## src/rtl/cpu_pkg.sv

```systemverilog
`default_nettype none
// ============================================================================
// Module      : cpu_pkg
// Description : Shared opcodes, instruction field positions and defaults for
//               the decode/operand-issue stage.
// Revision    : 1.0 - initial release
// ============================================================================
package cpu_pkg;

    localparam int REG_AW_DEFAULT = 4;
    localparam int IMM_W_DEFAULT  = 16;

    localparam logic [2:0] OP_MOV = 3'b000;
    localparam logic [2:0] OP_ADD = 3'b001;
    localparam logic [2:0] OP_XOR = 3'b100;
    localparam logic [2:0] OP_OR  = 3'b110;
    localparam logic [2:0] OP_AND = 3'b111;

    // Instruction word field positions (LSB of each field)
    localparam int OP_LSB      = 29;
    localparam int IMM_SEL_BIT = 28;
    localparam int RD_LSB      = 24;
    localparam int RS1_LSB     = 20;
    localparam int RS2_LSB     = 16;
    localparam int IMM_LSB     = 0;

    function automatic logic is_legal_op(input logic [2:0] op);
        logic legal;
        case (op)
            OP_MOV, OP_ADD, OP_XOR, OP_OR, OP_AND: legal = 1'b1;
            default:                               legal = 1'b0;
        endcase
        return legal;
    endfunction

endpackage
`default_nettype wire

```

## src/rtl/cpu_regfile.sv

```systemverilog
`default_nettype none
// ============================================================================
// Module      : cpu_regfile
// Description : Register file with two operand read ports, one debug read
//               port and one synchronous write port. r0 reads as zero and
//               ignores writes; async reset clears every entry.
// Revision    : 1.0 - initial release
// ============================================================================
module cpu_regfile
    import cpu_pkg::*;
#(
    parameter int REG_AW = REG_AW_DEFAULT
) (
    input  logic              clk,
    input  logic              rst,
    input  logic [REG_AW-1:0] rd_addr_a,
    output logic [31:0]       rd_data_a,
    input  logic [REG_AW-1:0] rd_addr_b,
    output logic [31:0]       rd_data_b,
    input  logic [REG_AW-1:0] dbg_addr,
    output logic [31:0]       dbg_data,
    input  logic              wr_en,
    input  logic [REG_AW-1:0] wr_addr,
    input  logic [31:0]       wr_data
);

    localparam int NREGS = 2 ** REG_AW;

    logic [31:0] regs [NREGS];

    // Storage: cleared on reset, written at the clock edge except for r0
    always_ff @(posedge clk or posedge rst) begin
        if (rst) begin
            for (int i = 0; i < NREGS; i++) begin
                regs[i] <= '0;
            end
        end else if (wr_en && (wr_addr != '0)) begin
            regs[wr_addr] <= wr_data;
        end
    end

    assign rd_data_a = (rd_addr_a == '0) ? '0 : regs[rd_addr_a];
    assign rd_data_b = (rd_addr_b == '0) ? '0 : regs[rd_addr_b];
    assign dbg_data  = (dbg_addr  == '0) ? '0 : regs[dbg_addr];

endmodule
`default_nettype wire

```

## src/rtl/cpu_issue.sv

```systemverilog
`default_nettype none
// ============================================================================
// Module      : cpu_issue
// Description : Decode/operand-issue stage feeding a combinational ALU.
//               Reads operands, drives registered alu_op/alu_a/alu_b for one
//               EX cycle and writes alu_res back at the end of that cycle.
//               RAW hazards against the EX instruction stall one cycle, or,
//               with CPU_ISSUE_FWD_EN defined, are resolved by forwarding
//               alu_res into the operand registers.
// Revision    : 1.0 - initial release
// ============================================================================
module cpu_issue
    import cpu_pkg::*;
#(
    parameter int REG_AW = REG_AW_DEFAULT,
    parameter int IMM_W  = IMM_W_DEFAULT
) (
    input  logic              clk,
    input  logic              rst,
    input  logic              instr_valid,
    output logic              instr_ready,
    input  logic [31:0]       instr,
    output logic [2:0]        alu_op,
    output logic [31:0]       alu_a,
    output logic [31:0]       alu_b,
    input  logic [31:0]       alu_res,
    output logic              wb_valid,
    output logic [REG_AW-1:0] wb_rd,
    output logic              illegal,
    input  logic [REG_AW-1:0] dbg_addr,
    output logic [31:0]       dbg_data
);

    // Decoded fields
    logic [2:0]        op;
    logic              imm_sel;
    logic [REG_AW-1:0] rd;
    logic [REG_AW-1:0] rs1;
    logic [REG_AW-1:0] rs2;
    logic [31:0]       imm_ext;
    logic              legal;

    assign op      = instr[OP_LSB +: 3];
    assign imm_sel = instr[IMM_SEL_BIT];
    assign rd      = instr[RD_LSB +: REG_AW];
    assign rs1     = instr[RS1_LSB +: REG_AW];
    assign rs2     = instr[RS2_LSB +: REG_AW];
    assign imm_ext = {{(32 - IMM_W){instr[IMM_LSB + IMM_W - 1]}}, instr[IMM_LSB +: IMM_W]};
    assign legal   = is_legal_op(op);

    logic [31:0] rf_a;
    logic [31:0] rf_b;

    cpu_regfile #(
        .REG_AW (REG_AW)
    ) u_regfile (
        .clk       (clk),
        .rst       (rst),
        .rd_addr_a (rs1),
        .rd_data_a (rf_a),
        .rd_addr_b (rs2),
        .rd_data_b (rf_b),
        .dbg_addr  (dbg_addr),
        .dbg_data  (dbg_data),
        .wr_en     (wb_valid),
        .wr_addr   (wb_rd),
        .wr_data   (alu_res)
    );

    // EX instruction produces a value some operand of the incoming one needs
    logic ex_writes;
    logic match_a;
    logic match_b;

    assign ex_writes = wb_valid && (wb_rd != '0);
    assign match_a   = ex_writes && (rs1 == wb_rd);
    assign match_b   = ex_writes && !imm_sel && (rs2 == wb_rd);

    logic [31:0] src_a;
    logic [31:0] src_b;
    logic        hazard;

    // Operand selection and hazard detection
    always_comb begin
        src_a  = rf_a;
        src_b  = imm_sel ? imm_ext : rf_b;
        hazard = 1'b0;
`ifdef CPU_ISSUE_FWD_EN
        if (match_a) begin
            src_a = alu_res;
        end
        if (match_b) begin
            src_b = alu_res;
        end
`else
        // Illegal ops are consumed as bubbles, so they never need to wait
        hazard = legal && (match_a || match_b);
`endif
    end

    assign instr_ready = !hazard;

    logic accept;
    assign accept = instr_valid && instr_ready;

    // EX register: load on a legal accept, bubble otherwise
    always_ff @(posedge clk or posedge rst) begin
        if (rst) begin
            alu_op   <= OP_MOV;
            alu_a    <= '0;
            alu_b    <= '0;
            wb_rd    <= '0;
            wb_valid <= 1'b0;
            illegal  <= 1'b0;
        end else begin
            wb_valid <= accept && legal;
            illegal  <= accept && !legal;
            if (accept && legal) begin
                alu_op <= op;
                alu_a  <= src_a;
                alu_b  <= src_b;
                wb_rd  <= rd;
            end
        end
    end

endmodule
`default_nettype wire

```

## config.mk

```make
export PLATFORM = sky130hd
export DESIGN_NAME = cpu_issue
export DESIGN_NICKNAME = d
export VERILOG_FILES = /design/src/rtl/cpu_pkg.sv /design/src/rtl/cpu_regfile.sv /design/src/rtl/cpu_issue.sv
export SDC_FILE = /design/constraint.sdc
export NUM_CORES = 1
export LEC_CHECK = 0
export BUFFER_PORTS_ARGS = -buffer_cell sky130_fd_sc_hd__buf_2
export CAP_MARGIN = 0
export CORE_MARGIN = 3
export CORE_UTILIZATION = 45
export CTS_CLUSTER_DIAMETER = 120
export DETAILED_ROUTE_END_ITERATION = 16
export PLACE_DENSITY = 0.65
export RECOVER_POWER = 25
export REMOVE_ABC_BUFFERS = 1
export SETUP_SLACK_MARGIN = 0.05
export SYNTH_ARGS = -nofsm -noshare
export SYNTH_HDL_FRONTEND = slang
export SYNTH_SLANG_ARGS = --single-unit
```

## constraint.sdc

```tcl
create_clock -name clk -period 42 [get_ports clk]
set_input_delay 10.5 -clock clk [delete_from_list [all_inputs] [get_ports clk]]
set_output_delay 10.5 -clock clk [all_outputs]
set_load 0.01 [all_outputs]
```

==> run summary <==
For the pin with the worst max-slew slack, the measured transition is 1.22 ns. For this design, the sink count on the clock tree is 585. In the finished design, the share of the clock period the worst path needs comes to 57.1%.

The async set or reset register ratio after synthesis came out at 100%. The number of instances in the synthesized netlist was 2621. For the maximum number of buffers from clock root to sink, the log shows 3. At the end of routability-driven placement, the weighted congestion stood at 0.849. The proportion of power drawn by combinational gates came out at 31.4%. In this run the worst hold path is classified as register to register. The floorplan die area was 79600 um^2.

In this run, flip-flops and latches consume 44.0% of the power. The tools report the startpoint of the tightest hold check path as u_regfile.regs[480]. In the routed design, unresolved DRC markers number 0.

Counting I/O delays and the setup requirement, the final critical path takes 23.99 ns. The first-pass GRT wire length is 163000 um, and the final setup skew is 0.0386 ns. Dividing the synthesized area by the synthesized cell count gives 13.1 um^2. Summed over all cells, the static leakage comes to 16.1 nW.

The floorplan step set the die width to 282 um. The normalized max-slew margin is 18.9%, and the final count of negative-setup-slack endpoints is 0. The tools report the placeable core region as 74900 um^2.

The count of state elements after synthesis was 585; the number of synthesized flops with an enable pin was 0. The run gives 7 as the number of optimization iterations in the first detailed-route pass. For this run, the number of Yosys warnings is 0.

The tools report the library cell used as clock root buffer as clkbuf_16. Buffers inserted to repair hold after CTS numbered 0. The per-cell via count in the routed design came out at 6.64. The worst setup path is captured at a primary output. The run gives 42.7% as the fraction of the yosys area taken by sequential cells. The number of placed instances, taps included, is 3518. Most common cell after layout, fill and taps aside: dfrtp_1. The worst-case register-to-register setup slack is 38.95 ns. The effective utilization at floorplan is 45.8%, and the post-CTS repair timing setup buffer count is 0.

TritonCTS created 66 clock buffers. The number of filler instances in the final layout came out at 6374. The top cell types in the final layout, fill and taps aside, are 585 x dfrtp_1, 411 x mux2_2, 317 x mux2i_1. Cell row count: 100. The critical path is of the input port to primary output type. The total routing usage reported by global routing was 27.4%; the total of max-cap violations was 0.

CTS built an H-tree with a depth of 3. After the flow finishes, the layout carries non-filler instances totaling 3638. The vertical die dimension is 282 um, and the power per unit of standard cell area is 63.3 nW/um^2. The flow ran to the end, and the final reports show no timing, DRC or antenna violations. The number of buffers inserted by port buffering works out to 176. Setup repair after global routing left no endpoint under its margin.

TritonCTS built the clock tree. For this design the top-level I/O count stands at 177. For the number of library cell types mapped by synthesis, the log shows 50. The tools report the max-slew violation count as 0. The tools report the hold path endpoint as u_regfile.regs[480]. In this run the critical register-to-register path is launched from wb_rd[3].

The area growth from synthesis to layout is 9.75%. Once detail routing completed, the nets flagged for antenna violations numbered 0. The initial antenna violation count came out at 3. The tools report the kind of launch point of the worst setup path as an input port. The tools report the wire length reported by the detailed router as 110000 um. Number of global-route vias before repair: 24700. The tools report the fmax as 41.7 MHz.

For this block, the initial DRC count from the detailed router was 2411. The ratio of cells with drive above 1 in the final layout is 36.8%, and the post-CTS resize count is 0. Of the total power, the share spent switching nets is 32.8%. For the final routed database, the setup TNS stands at 0 ns.

Entering global routing, the biggest net connects 88 pins. After global routing the overflow that remains totals 0. Hold is met by 0.371 ns. The tools report the count of endpoints failing hold in the final timing report as 0. The proportion of power drawn by the clock network came out at 24.6%.

Summed over all nets, the switching power comes to 0.782 mW. VDD sags by at most 0.0000315 V. The most used flip-flop cell after synthesis is dfrtp_1. Internal cell power: 1.60 mW.

The hold-critical path depth was 0; the half-perimeter wire length of the detailed placement result was 64500 um. Data on the critical path is required at its endpoint by 31.50 ns. Along the worst path, the maximum fanout reaches 71. After clock tree synthesis, the clock-pin slew on the worst setup and hold paths is 0.05 ns.

The worst register-to-register path ends at u_regfile.regs[408]. For the synthesized area, the log shows 34300 um^2. Data arrives at the worst endpoint at 13.49 ns.

In the final routed layout, each cell accounts on average for 30.2 um. Clock latency on the worst-skew pair, taken at its later pin, is 0.63 ns. After the last flow step, the layout net total stands at 2688. The final route contains 24100 vias. The logic depth of the worst register-to-register path was 4.
==> how the worst max path moves through the flow <==
stage / slack, ns / from / cells after the start / endpoint
final: 18.01 / dbg_addr[2] / 7 / dbg_data[31]
after global routing: 17.88 / dbg_addr[2] / 7 / dbg_data[22]
after CTS: 18.05 / dbg_addr[2] / 7 / dbg_data[22]
after detailed placement: 18.07 / dbg_addr[2] / 7 / dbg_data[22]
after global placement: 18.08 / dbg_addr[2] / 7 / dbg_data[27]
after floorplan: 15.13 / rst / 1 / alu_a[0]
==> flip-flops by register name, indices dropped and copies added (netlist names) <==
name	cells
alu_a	32
u_regfile.regs	512
alu_b	32
illegal	1
wb_valid	1
wb_rd	4
alu_op	3
==> layout make-up <==
type	instances	area, um^2	area share [%]
Sequential cell	585	14600	38.9
Timing Repair Buffer	233	1320	3.49
Tap cell	969	1210	3.22
Clock buffer	94	1940	5.15
Inverter	6	32.5	0.0864
Antenna cell	3	7.51	0.0199
Multi-Input combinational cell	1725	18300	48.6
Clock inverter	23	228	0.605
==> logic make-up after synthesis <==
kind of cell	count (synthesis)	synth area share [%]
xor+xnor	8	0.204
buf+inv	311	4.48
compound gates	340	7.49
simple gates	300	4.35
mux	1077	40.8
flops	585	42.7
==> synthesized netlist by cell type (38+ instances only) <==
master    count  share of area (%)
mux2_1      131                4.3
a22oi_1      65                1.4
dfrtp_1     585                 43
nor2b_1      52               0.95
buf_2       109                1.6
mux4_2      194                 13
mux2i_1     317                9.2
nand2_1     110                1.2
clkbuf_1    146                1.6
a21oi_1      48               0.70
a211oi_1     64                1.4
nand3_1      38               0.55
mux2_2      411                 13
==> power groups by stage <==
stage | clock network (mW) | registers, mW | logic [mW]
2_1_floorplan | 0 | 0.977 | 0.560
3_3_place_gp | 0 | 1.02 | 0.724
3_5_place_dp | 0 | 1.04 | 0.748
4_1_cts | 0.597 | 1.04 | 0.752
5_1_grt | 0.619 | 1.08 | 0.808
6_report | 0.585 | 1.05 | 0.749
==> through the flow <==
stage	cell area, um^2	total power [mW]	util (%)	worst slack [ns]
CTS	37700	2.38	50.3	18.05
global placement	35500	1.75	47.4	18.08
finish	37700	2.38	50.3	18.01
floorplan	32800	1.54	-	15.13
global route	37700	2.50	50.2	17.88
detailed placement	35500	1.79	47.4	18.07
==> critical path, cell delays in order <==
cell      delay, ns
buf_4          0.24
buf_4          0.88
buf_4          0.69
mux4_2         0.33
mux2i_1        0.09
a211oi_1       0.47
buf_2          0.22
==> metal layers <==
metal  global-route usage, %  wire length (um)  share of wire, %
met3                    5.08              8770               8.0
met1                    36.5             44600                41
met4                    12.1              4840               4.4
met2                    44.0             51600                47
met5                       0                13             0.012
(Power assumes the default switching activity.)
